[config.mk]
export PLATFORM = sky130hd
export DESIGN_NAME = solve_fsm
export DESIGN_NICKNAME = d
export VERILOG_FILES = /design/src/rtl/solve_fsm.sv
export SDC_FILE = /design/constraint.sdc
export NUM_CORES = 1
export LEC_CHECK = 0
export CELL_PAD_IN_SITES_DETAIL_PLACEMENT = 1
export CELL_PAD_IN_SITES_GLOBAL_PLACEMENT = 1
export CORE_MARGIN = 1
export CORE_UTILIZATION = 35
export DETAILED_ROUTE_END_ITERATION = 6
export PLACE_DENSITY = 0.82
export SLEW_MARGIN = 20
export SYNTH_ARGS = -nofsm -noshare
export SYNTH_HDL_FRONTEND = slang
export SYNTH_SLANG_ARGS = --single-unit
[constraint.sdc]
create_clock -name clk -period 2.11 [get_ports clk]
set_input_delay 0.422 -clock clk [delete_from_list [all_inputs] [get_ports clk]]
set_output_delay 0.422 -clock clk [all_outputs]
set_load 0.01 [all_outputs]
[src/rtl/solve_fsm.sv]
// Backtracking sudoku solver control: walks cells, proposes candidates to a conflict checker, writes or clears.
// Moore outputs, one cycle per state; waits in S_WAIT for i_chk_ack with no timeout.
module solve_fsm #(
  parameter int MAX_VAL = 9,
  parameter int VAL_W   = 4
) (
  input  logic             clk,
  input  logic             rst,
  input  logic             i_init_done,
  input  logic             i_mark,
  input  logic [VAL_W-1:0] i_cell_value,
  input  logic             i_top,
  input  logic             i_bottom,
  input  logic             i_chk_ack,
  input  logic             i_chk_ok,
  output logic             solve_addr_inc,
  output logic             solve_addr_dec,
  output logic             solve_we_cell,
  output logic [VAL_W-1:0] solve_cell_value,
  output logic             solve_chk_req,
  output logic             solve_done,
  output logic             solve_fail
);

  localparam logic [3:0] S_IDLE  = 4'd0;
  localparam logic [3:0] S_READ  = 4'd1;
  localparam logic [3:0] S_EVAL  = 4'd2;
  localparam logic [3:0] S_CHECK = 4'd3;
  localparam logic [3:0] S_WAIT  = 4'd4;
  localparam logic [3:0] S_WRITE = 4'd5;
  localparam logic [3:0] S_CLEAR = 4'd6;
  localparam logic [3:0] S_FWD   = 4'd7;
  localparam logic [3:0] S_BWD   = 4'd8;
  localparam logic [3:0] S_DONE  = 4'd9;
  localparam logic [3:0] S_FAIL  = 4'd10;

  localparam logic [VAL_W:0] MAX_EXT = (VAL_W+1)'(MAX_VAL);
  localparam logic [VAL_W:0] ONE_EXT = (VAL_W+1)'(1);

  logic [3:0]       state, state_nxt;
  logic             dir, dir_nxt;
  logic [VAL_W-1:0] cand, cand_nxt;
  logic [VAL_W:0]   first_cand;

  // Extra bit keeps a stale 15 (or MAX_VAL+1) from wrapping back into the legal range.
  assign first_cand = dir ? ({1'b0, i_cell_value} + ONE_EXT) : ONE_EXT;

  always_comb begin
    state_nxt = state;
    dir_nxt   = dir;
    cand_nxt  = cand;
    case (state)
      S_IDLE: begin
        if (i_init_done) begin
          state_nxt = S_READ;
          dir_nxt   = 1'b0;
        end
      end
      S_READ:  state_nxt = S_EVAL;
      S_EVAL: begin
        if (i_mark) begin
          if (!dir) state_nxt = i_bottom ? S_DONE : S_FWD;
          else      state_nxt = i_top    ? S_FAIL : S_BWD;
        end else begin
          cand_nxt  = first_cand[VAL_W-1:0];
          state_nxt = (first_cand > MAX_EXT) ? S_CLEAR : S_CHECK;
        end
      end
      S_CHECK: state_nxt = S_WAIT;
      S_WAIT: begin
        if (i_chk_ack) begin
          if (i_chk_ok) begin
            state_nxt = S_WRITE;
          end else if ({1'b0, cand} == MAX_EXT) begin
            state_nxt = S_CLEAR;
          end else begin
            cand_nxt  = cand + VAL_W'(1);
            state_nxt = S_CHECK;
          end
        end
      end
      S_WRITE: state_nxt = i_bottom ? S_DONE : S_FWD;
      S_CLEAR: state_nxt = i_top ? S_FAIL : S_BWD;
      S_FWD: begin
        dir_nxt   = 1'b0;
        state_nxt = S_READ;
      end
      S_BWD: begin
        dir_nxt   = 1'b1;
        state_nxt = S_READ;
      end
      S_DONE:  state_nxt = S_DONE;
      S_FAIL:  state_nxt = S_FAIL;
      default: state_nxt = S_IDLE;
    endcase
  end

  always_ff @(posedge clk) begin
    if (rst) begin
      state <= S_IDLE;
      dir   <= 1'b0;
      cand  <= '0;
    end else begin
      state <= state_nxt;
      dir   <= dir_nxt;
      cand  <= cand_nxt;
    end
  end

  always_comb begin
    solve_addr_inc   = (state == S_FWD);
    solve_addr_dec   = (state == S_BWD);
    solve_we_cell    = (state == S_WRITE) || (state == S_CLEAR);
    solve_chk_req    = (state == S_CHECK);
    solve_done       = (state == S_DONE);
    solve_fail       = (state == S_FAIL);
    solve_cell_value = '0;
    if ((state == S_CHECK) || (state == S_WAIT) || (state == S_WRITE))
      solve_cell_value = cand;
  end

endmodule

**Word-level counts from Yosys, hierarchy flattened**

Index checks and enable logic that the tools add are counted.

- Register bits: 9
- Bits in latches: 0
- Bits in writable memories: 0
- ROM bits: 0
- Output and inout port bits: 10
- Memories kept: 0

- Add/subtract/negate cells: 2
- Multiply operators: 0
- Divide/modulo/power cells: 0
- $lt $le $gt $ge: 1
- Equality and inequality tests: 16
- Shift operators: 0
- Mux-type cells: 19
- Bitwise logic cells: 0
- Reduce and logical (&&, ||, !) cells: 10

Operators by type and width:

| operator | number |
|---|---|
| 2-to-1 mux 4 bit | 10 |
| one-hot mux 4 bit (10 select lines) | 1 |
| == test 4 x 3 -> 1 bit (second input constant) | 4 |
| == test 4 bit (second input constant) | 4 |
| inequality test 2 bit (second input constant) | 5 |
| 2-to-1 mux 3 bit | 3 |
| == test 4 x 2 -> 1 bit (second input constant) | 2 |
| one-hot mux 4 bit (2 select lines) | 1 |
| adder 4 x 1 -> 5 bit (second input constant) | 1 |
| > comparator 5 x 4 -> 1 bit (second input constant) | 1 |
| 2-to-1 mux 5 bit | 1 |
| AND reduction 5 bit | 1 |
| adder 4 x 1 -> 4 bit (second input constant) | 1 |
| == test 4 x 1 -> 1 bit (second input constant) | 1 |
| zero test 4 bit | 1 |
| AND reduction 2 bit | 2 |
| logical OR 1 bit | 3 |
| one-hot mux 1 bit (3 select lines) | 1 |
| nonzero test 3 bit | 1 |
| 2-to-1 mux 2 bit | 1 |
| nonzero test 2 bit | 1 |
| OR reduction 2 bit | 1 |
| 2-to-1 mux 1 bit | 1 |

**Longest topological paths before layout**

Gate-level depths: netlist of run 1.

- Word-level depth: 6
- Gate-level depth with buffers: 6
- Depth with buffers taken out: 6

**Least setup slack after synthesis of run 1**

OpenSTA, ideal clock, no wires.

- Kind: register to register
- Start point: register state[3]
- End point: register cand[2]
- Library setup time: 0.075 ns
- Data arrival time: 1.836 ns
- Data required time: 2.035 ns
- Path slack: 0.199 ns
- Stages on the path, launching flop included: 6
- Clock period less this slack: 1.911 ns
- Path through: dfxtp_1 -> buf_6 -> or4b_4 -> or4b_4 -> o32a_1 -> o22ai_1

- Cells in the longest elaborated chain, start to end: 3
- Elaborated cells between the ends (all ways): 9
- Classes of those cells: 6 x eq/ne; 1 x mux; 2 x reduce/logical

Ends and longest elaborated chain:

| item | RTL line | text |
|---|---|---|
| start, declared | 40 | `logic [3:0] state, state_nxt;` |
| start signal, assigned | 104 | `state <= state_nxt;` |
| == test 4 x 3 -> 1 bit or == test 4 x 2 -> 1 bit (tied branches) | 52 | `case (state)` |
| inequality test 2 bit (no source line) or nonzero test 2 bit (tied branches) | n/a |  |
| AND reduction 5 bit (no source line) | n/a |  |
| end signal, assigned | 106 | `cand <= cand_nxt;` |
| end, declared | 42 | `logic [VAL_W-1:0] cand, cand_nxt;` |

Several ways; a longest one is shown, not always the timed one.
A chain may end at the register's enable or synchronous reset.

**Worst setup path in the final report of run 1**

- Start point: register state[2]
- End point: output solve_fail

- Cells in the longest elaborated chain, start to end: 1

Ends and longest elaborated chain:

| item | RTL line | text |
|---|---|---|
| == test 4 bit | 116 | `solve_fail = (state == S_FAIL);` |
| end, declared | 22 | `output logic solve_fail` |

Every way passes these cells.

==> impl_metrics.csv, run 1 <==
group,metric,value,unit
run_status,status,"complete, no violations",
worst_setup_path,crit_arrival,1.64,ns
clock_network,root_buffer,"clkbuf_4",
sta,slew_violations,0,
synthesis,synth_async_sr_flop_share,0,%
job,drv_cap,0,
floorplanning,fp.dieW,52.8,um
sta,rsz0062_at_grt,"yes",
synthesis,ys_seq_area_share,19.9,%
placement,dp.cells,175,
sta,setup_violations,0,
final_layout,nFillCells,307,
placement,gp_congestion,0.862,
final_layout,layout-drive-gt1-share,16.6,%
placement,postPlaceCellArea,1180,um^2
clock_network,worstSkewPairLatency,0.27,ns
sta,tightestPinTransition,0.479,ns
worst_setup_path,startpoint_type,"flip-flop",
sta,min_period,2.06,ns
power,leakagePower,0.530,nW
grt,grt_max_degree,17,
drt,drc,0,
synthesis,mappedNetlistArea,905,um^2
clock_network,clock_sinks,9,
worst_setup_path,crit_fanout,16,
sta,hold_viol_final,0,
grt,overflow,0,
clock_network,clk_pin_slew,0.07,ns
clock_network,cts_max_path_buffers,2,
sta,layout_setup_ws,0.0472,ns
floorplanning,core.rowCount,18,
drt,vias,1027,
floorplanning,pin_count,22,
sta,skew,0.00285,ns
floorplanning,start_util,36.9,%
final_layout,final_area,1260,um^2
sta,slew_headroom,67.2,%
final_layout,area_growth,39.6,%
floorplanning,fp.coreArea,2450,um^2
floorplanning,die_h,52.8,um
clock_network,holdBufCountCts,0,
grt,grt_usage,22.4,%
placement,dp_hpwl,2240,um
placement,port_buffers,21,
worst_setup_path,criticalPathCategory,"reg -> out",
clock_network,cts_buffers,3,
final_layout,fin_cells,181,
grt,grt_pass1_wl,4640,um
final_layout,num-nets-final,167,
synthesis,synth_fp_nets,137,
synthesis,synth_ff_type,"dfxtp_1",
clock_network,htree_levels,1,
drt,routed_wl,2810,um
drt,firstDrtPassIters,4,
worst_hold_path,hp-class,"reg -> reg",
grt,grt_pass1_vias,985,
drt,ant_nets,0,
synthesis,yosysWarnings,0,
drt,initialDrtViolationCount,14,
floorplanning,die_area,2790,um^2
power,power_density,458,nW/um^2
sta,holdWs,0.545,ns
worst_setup_path,required,1.69,ns
synthesis,yosys.cell_types.count,43,
worst_setup_path,cp-end-kind,"output port",
clock_network,cts_tree,"done",
sta,fmax,485,MHz
sta,min_period_over_period,97.8,%
synthesis,ys_ff_latch,9,
final_layout,antenna_cells,0,
synthesis,synth-edff-count,0,
final_layout,utilization,51.4,%
grt,antenna_found_initial,0,
power,peakVddDrop,0.000237,V
placement,dp_slack,0.0405,ns
drt,viasPerCell,5.67,
drt,wl_per_cell,15.5,um
synthesis,syn_inst,122,
synthesis,avgSynthCellArea,7.41,um^2
## state kept, by name, indices dropped and copies added (netlist names)
| register | flops |
|---|---|
| dir | 1 |
| state | 4 |
| cand | 4 |
## final timing paths
check,start,slack (ns),endpoint,cells after the start
setup / recovery,state[2],0.05,solve_fail,4
hold / removal,cand[1],0.55,cand[1],2
setup reg to reg,state[3],0.15,cand[2],4
hold reg to reg,cand[1],0.55,cand[1],2
## repair_timing
action | CTS | global route
pin swaps | 1 | 0
gates resized for setup | 9 | 10
buffers inserted | 2 | 0
setup endpoints to repair | 9 | 8
## cell families (layout without fill, tap and decap cells)
logic type / count (synthesis) / count (layout) / share of synthesized area (%)
buffers and inverters: 14 / 43 / 7.61
AOI/OAI and AO/OA: 41 / 41 / 31.8
adders and majority gates: 3 / 3 / 4.15
DFF: 9 / 9 / 19.9
and+or+nand+nor: 52 / 52 / 33.6
xor gates and xnor gates: 3 / 3 / 2.91
## layout make-up
| cell class | count | area, um^2 | area share [%] |
|---|---|---|---|
| Clock buffer | 4 | 26.3 | 2.08 |
| Inverter | 5 | 18.8 | 1.49 |
| Sequential cell | 9 | 184 | 14.6 |
| Tap cell | 30 | 37.5 | 2.97 |
| Multi-Input combinational cell | 99 | 674 | 53.4 |
| Timing Repair Buffer | 34 | 322 | 25.5 |
## metal layers
| metal | wire length (um) | up-vias | global-route usage (%) |
|---|---|---|---|
| li1 | - | 516 | - |
| met1 | 1420 | 496 | 31.4 |
| met2 | 1350 | 11 | 36.7 |
| met3 | 22 | 4 | 0.870 |
| met5 | 0 | - | 0 |
| met4 | 29 | 0 | 6.58 |
## cells in the mapped netlist, types with 2 or more instances
| master | number | area (um^2) |
|---|---|---|
| dfxtp_1 | 9 | 180 |
| o31ai_1 | 2 | 15.0 |
| or3_1 | 2 | 12.5 |
| o211ai_1 | 3 | 22.5 |
| ha_1 | 3 | 37.5 |
| o311ai_0 | 2 | 17.5 |
| o21a_1 | 2 | 15.0 |
| nor3_1 | 4 | 20.0 |
| inv_1 | 5 | 18.8 |
| nor2_1 | 7 | 26.3 |
| a21oi_1 | 9 | 45.0 |
| a211oi_1 | 3 | 22.5 |
| a31oi_1 | 2 | 12.5 |
| buf_6 | 2 | 22.5 |
| o21ai_0 | 5 | 25.0 |
| nor4b_1 | 2 | 17.5 |
| a2111oi_0 | 2 | 17.5 |
| nor2b_1 | 6 | 37.5 |
| nand2b_1 | 7 | 43.8 |
| nand2_1 | 8 | 30.0 |
| and2_1 | 4 | 25.0 |
| nor3b_1 | 2 | 15.0 |
| nand3_1 | 4 | 20.0 |
| or4b_4 | 2 | 27.5 |
| xnor2_1 | 2 | 17.5 |
| clkbuf_1 | 6 | 22.5 |
## through the flow
step | setup TNS [ns] | power (mW)
3_3_place_gp | 0 | 0.413
5_1_grt | -0.0360 | 0.618
4_1_cts | -0.0134 | 0.571
6_report | 0 | 0.578
3_5_place_dp | 0 | 0.421
2_1_floorplan | 0 | 0.333
## critical path: stages (launching register included)
cell and delay, ns:
dfxtp_2 0.35, buf_6 0.16, inv_1 0.16, and3_1 0.17, clkdlybuf4s50_1 0.53
## layout by cell type (no fill, tap or decap), types with 4 or more instances in the layout
cell type / instances
nor2_1: 7
buf_4: 11
o21ai_0: 5
nand3_1: 4
nor3_1: 4
inv_1: 5
dlymetal6s2s_1: 4
nand2b_1: 7
dfxtp_1: 6
nand2_1: 8
a21oi_1: 8
and2_1: 4
clkdlybuf4s50_1: 13
nor2b_1: 4
## where the power goes
| group | internal [mW] | switching, mW | leakage (nW) |
|---|---|---|---|
| Clock | 0.0732 | 0.0690 | 0.0150 |
| Combinational | 0.115 | 0.121 | 0.440 |
| Sequential | 0.184 | 0.0156 | 0.0744 |
| Total | 0.372 | 0.206 | 0.530 |
No activity file was read; power rests on OpenSTA's default activity.
==> inputs of run 2 (changes only) <==
Settings changed: CAP_MARGIN set to 20, RECOVER_POWER set to 50.
==> impl_metrics.csv, run 2 (synthesized netlist as in run 1, its figures left out) <==
group,metric,value,unit
run_status,status,"complete, no violations",
floorplanning,fp.coreArea,2450,um^2
final_layout,seq_area,184,um^2
sta,slew_headroom,67.2,%
floorplanning,core.rowCount,18,
clock_network,cts_tree,"done",
worst_setup_path,crit_fanout,16,
worst_setup_path,crit_arrival,1.64,ns
floorplanning,fp.dieW,52.8,um
clock_network,root_buffer,"clkbuf_4",
floorplanning,start_util,36.9,%
final_layout,fin_cells,181,
floorplanning,die_h,52.8,um
drt,drc,0,
power,combPwrFrac,40.9,%
final_layout,num-nets-final,167,
worst_setup_path,cp_cell_sequence,"buf_6 -> inv_1 -> and3_1 -> clkdlybuf4s50_1",
placement,dp_hpwl,2240,um
power,switchingPower,0.204,mW
job,drv_cap,0,
clock_network,cts_buffers,3,
clock_network,clk_pin_slew,0.07,ns
drt,initialDrtViolationCount,16,
placement,port_buffers,21,
power,power_density,459,nW/um^2
sta,tightestPinTransition,0.479,ns
grt,grt_usage,22.4,%
clock_network,worstSkewPairLatency,0.26,ns
worst_setup_path,crit_slowest_cell,"clkdlybuf4s50_1",
worst_setup_path,required,1.69,ns
grt,grt_max_degree,17,
drt,firstDrtPassIters,4,
sta,min_period,2.06,ns
grt,overflow,0,
sta,slew_violations,0,
drt,viasPerCell,5.68,
final_layout,antenna_cells,0,
sta,setup_violations,0,
drt,routed_wl,2810,um
drt,wl_per_cell,15.5,um
sta,tns,0,ns
placement,gp_congestion,0.862,
sta,min_period_over_period,97.7,%
sta,skew,0.00284,ns
power,clkPwrFrac,24.4,%
power,leakagePower,0.488,nW
worst_setup_path,startpoint_type,"flip-flop",
worst_setup_path,slowest_delay,0.53,ns
floorplanning,pin_count,22,
power,p_total,0.575,mW
sta,holdWs,0.545,ns
final_layout,nFillCells,308,
power,p_int,0.371,mW
clock_network,cts_max_path_buffers,2,
grt,grt_pass1_vias,985,
sta,fmax,485,MHz
sta,rsz0062_at_grt,"yes",
worst_setup_path,criticalPathCategory,"reg -> out",
worst_hold_path,hp-class,"reg -> reg",
grt,grt_pass1_wl,4640,um
power,netSwitchingFraction,35.5,%
power,pwr-share-seq,34.7,%
grt,antenna_found_initial,0,
power,peakVddDrop,0.000237,V
final_layout,area_growth,38.6,%
final_layout,layout_common_cells,"clkdlybuf4s50_1 (10), buf_4 (10), nand2_1 (8), a21oi_1 (8)",
final_layout,layout-drive-gt1-share,15.9,%
clock_network,clock_sinks,9,
floorplanning,die_area,2790,um^2
drt,vias,1028,
final_layout,multiInputGateArea,674,um^2
final_layout,reg_top3,"cand: 4 flops, state: 4 flops, dir: 1 flops",
sta,hold_viol_final,0,
clock_network,htree_levels,1,
drt,ant_nets,0,
placement,dp.cells,175,
worst_setup_path,cp-end-kind,"output port",
run 2: cell types whose count changed in the layout (fill, tap and decap cells not counted), sizes merged:
cell / delta
clkdlybuf4s25: +2
buf: -1
clkdlybuf4s50: -3
clkbuf: +1
dlygate4sd3: +3
dlymetal6s2s: -2
run 2: layout make-up:
type                       instances  share of cell area (%)
tap                               30                    2.99
sequential                         9                    14.7
clock buffer                       4                    2.10
timing repair buffer              34                    25.0
inverter                           5                    1.50
multi-input combinational         99                    53.8
run 2: power groups by stage:
stage / registers (mW) / logic (mW) / clock network, mW
5_1_grt: 0.201 / 0.259 / 0.156
2_1_floorplan: 0.197 / 0.135 / 0
6_report: 0.199 / 0.235 / 0.141
4_1_cts: 0.197 / 0.232 / 0.142
3_3_place_gp: 0.198 / 0.214 / 0
3_5_place_dp: 0.200 / 0.221 / 0
run 2: timing repair:
action / CTS / global route
hold buffers: 0 / 0
resized for setup: 9 / 10
endpoints found under the setup margin: 9 / 8
pin swaps: 1 / 0
gates cloned: 0 / 0
endpoints found under the hold margin: 0 / 0
buffers inserted: 2 / 0
run 2: worst max-delay path: cells and delay by family (launching register included):
family / cells / cell delay (ns)
buf+inv: 3 / 0.85
flops: 1 / 0.35
simple gates: 1 / 0.17
run 2: final timing paths:
kind	startpoint	end	slack [ns]	cells past startpoint
max	state[2]	solve_fail	0.05	4
max reg2reg	state[3]	cand[2]	0.15	4
min reg2reg	cand[1]	cand[1]	0.55	2
min	cand[1]	cand[1]	0.55	2
run 2: routing by layer:
metal	vias to the layer above	track usage, %	wire length (um)
li1	516	-	-
met1	496	31.4	1410
met2	14	36.7	1360
met3	2	0.870	28
met4	0	6.58	17
met5	-	0	0
run 2: stage by stage:
| stage | util (%) | worst slack [ns] | area (um^2) |
|---|---|---|---|
| 6_report | 51.1 | 0.0496 | 1250 |
| 4_1_cts | 50.3 | -0.0134 | 1230 |
| 3_5_place_dp | 48.3 | 0.0405 | 1180 |
| 2_1_floorplan | - | 0.199 | 905 |
| 5_1_grt | 51.1 | -0.0185 | 1250 |
| 3_3_place_gp | 48.3 | 0.125 | 1180 |
==> inputs of run 3 (changes only) <==
Settings changed: CORE_MARGIN 1 to 3.
==> impl_metrics.csv, run 3 (synthesized netlist as in run 1, its figures left out) <==
group,metric,value,unit
grt,busiest_layer,"met2",
clock_network,cts_max_path_buffers,2,
drt,routed_wl,3030,um
final_layout,nFillCells,300,
final_layout,multiInputGateArea,662,um^2
final_layout,fin_cells,180,
clock_network,clock_sinks,9,
drt,initialDrtViolationCount,26,
sta,layout_setup_ws,0.0934,ns
final_layout,layout_common_cells,"buf_4 (14), clkdlybuf4s50_1 (10), dlygate4sd2_1 (9)",
grt,grt_usage,19.9,%
floorplanning,pin_count,22,
sta,slew_headroom,64.5,%
final_layout,final_common_cell,"buf_4",
clock_network,htree_levels,1,
floorplanning,die_area,3230,um^2
drt,drc,0,
sta,fmax,496,MHz
clock_network,cts_buffers,3,
grt,overflow,0,
power,combPwrFrac,40.6,%
power,p_int,0.368,mW
worst_setup_path,startpoint_type,"flip-flop",
sta,min_period_over_period,95.6,%
grt,antenna_found_initial,0,
floorplanning,fp.coreArea,2340,um^2
clock_network,post_cts_buffers,0,
worst_setup_path,crit_path_frequent_cell,"or4b_4",
power,power_density,464,nW/um^2
drt,ant_nets,0,
worst_hold_path,hp-class,"reg -> reg",
grt,grt_pass1_wl,5090,um
power,clkPwrFrac,23.9,%
drt,firstDrtPassIters,4,
worst_setup_path,crit_arrival,2.20,ns
placement,dp_hpwl,2500,um
final_layout,layout-drive-gt1-share,15.1,%
worst_hold_path,worstHoldStart,"cand[1]",
drt,viasPerCell,5.91,
final_layout,reg_top3,"cand: 4 flops, state: 4 flops, dir: 1 flops",
power,pwr-share-seq,35.5,%
floorplanning,start_util,38.7,%
placement,gp_congestion,0.825,
power,p_total,0.569,mW
sta,tightestPinTransition,0.519,ns
floorplanning,core.rowCount,17,
worst_setup_path,slowest_delay,0.53,ns
worst_setup_path,crit_slowest_cell,"or4b_4",
placement,dp_slack,-0.00165,ns
placement,postPlaceCellArea,1200,um^2
floorplanning,fp.dieW,56.8,um
grt,grt_use_met2,33.0,%
power,peakVddDrop,0.000293,V
placement,dp.cells,176,
sta,min_period,2.02,ns
grt,grt_pass1_vias,1096,
final_layout,seq_area,181,um^2
sta,tns,0,ns
worst_setup_path,criticalPathCategory,"reg -> reg",
final_layout,antenna_cells,0,
worst_setup_path,required,2.30,ns
sta,skew,0.00598,ns
clock_network,cts_tree,"done",
power,switchingPower,0.201,mW
sta,setup_violations,0,
sta,hold_viol_final,0,
sta,rsz0062_at_grt,"no",
power,leakagePower,0.485,nW
final_layout,final_area,1230,um^2
clock_network,clk_pin_slew,0.06,ns
drt,vias,1063,
clock_network,worstSkewPairLatency,0.26,ns
worst_setup_path,crit_fanout,6,
drt,wl_per_cell,16.8,um
final_layout,num-nets-final,168,
grt,grt_util_met1,26.5,%
grt,grtUsageMet3,4.14,%
clock_network,root_buffer,"clkbuf_4",
final_layout,area_growth,35.7,%
worst_setup_path,timing.critical_path.from,"state[1]",
grt,grt_max_degree,16,
worst_setup_path,cp_cell_sequence,"buf_4 -> or4b_4 -> or4b_4 -> o32a_1 -> o22ai_1",
worst_setup_path,cp-end-kind,"flip-flop",
sta,slew_violations,0,
run_status,status,"complete, no violations",
power,netSwitchingFraction,35.3,%
sta,holdWs,0.509,ns
floorplanning,die_h,56.8,um
placement,port_buffers,21,
job,drv_cap,0,
worst_setup_path,reg2reg_from,"state[1]",
final_layout,utilization,52.5,%
[run 3: layout make-up]
class / instances / area share, %
clock buffers: 4 / 2.14
inverters: 5 / 1.53
multi-input cells: 99 / 53.9
well taps: 28 / 2.85
flip-flops and latches: 9 / 14.8
repair buffers: 35 / 24.8
[run 3: power groups by stage]
stage          logic (mW)  registers [mW]  clock network (mW)
2_1_floorplan       0.135           0.197                   0
3_3_place_gp        0.219           0.202                   0
3_5_place_dp        0.230           0.204                   0
4_1_cts             0.233           0.201               0.142
5_1_grt             0.255           0.203               0.152
6_report            0.231           0.202               0.136
[run 3: worst paths after layout]
| check | slack [ns] | cells past startpoint | to |
|---|---|---|---|
| hold / removal | 0.51 | 2 | cand[1] |
| setup reg to reg | 0.09 | 5 | cand[2] |
| setup / recovery | 0.09 | 5 | cand[2] |
| hold reg to reg | 0.51 | 2 | cand[1] |
[run 3: worst max-delay path: cells and delay by family (launching register included)]
kind            cells  cell delay (ns)
simple gates        2             1.01
compound gates      2             0.44
flops               1             0.35
buf+inv             1             0.14
[run 3: routing by layer]
metal  wire length, um  up-vias
met4                 7        0
met5                 0        -
li1                  -      519
met2              1550       35
met3               157        2
met1              1320      507
[run 3: timing repair]
item	4_1_cts	5_1_grt
setup endpoints to repair	9	0
hold buffers	0	0
resized for setup	14	0
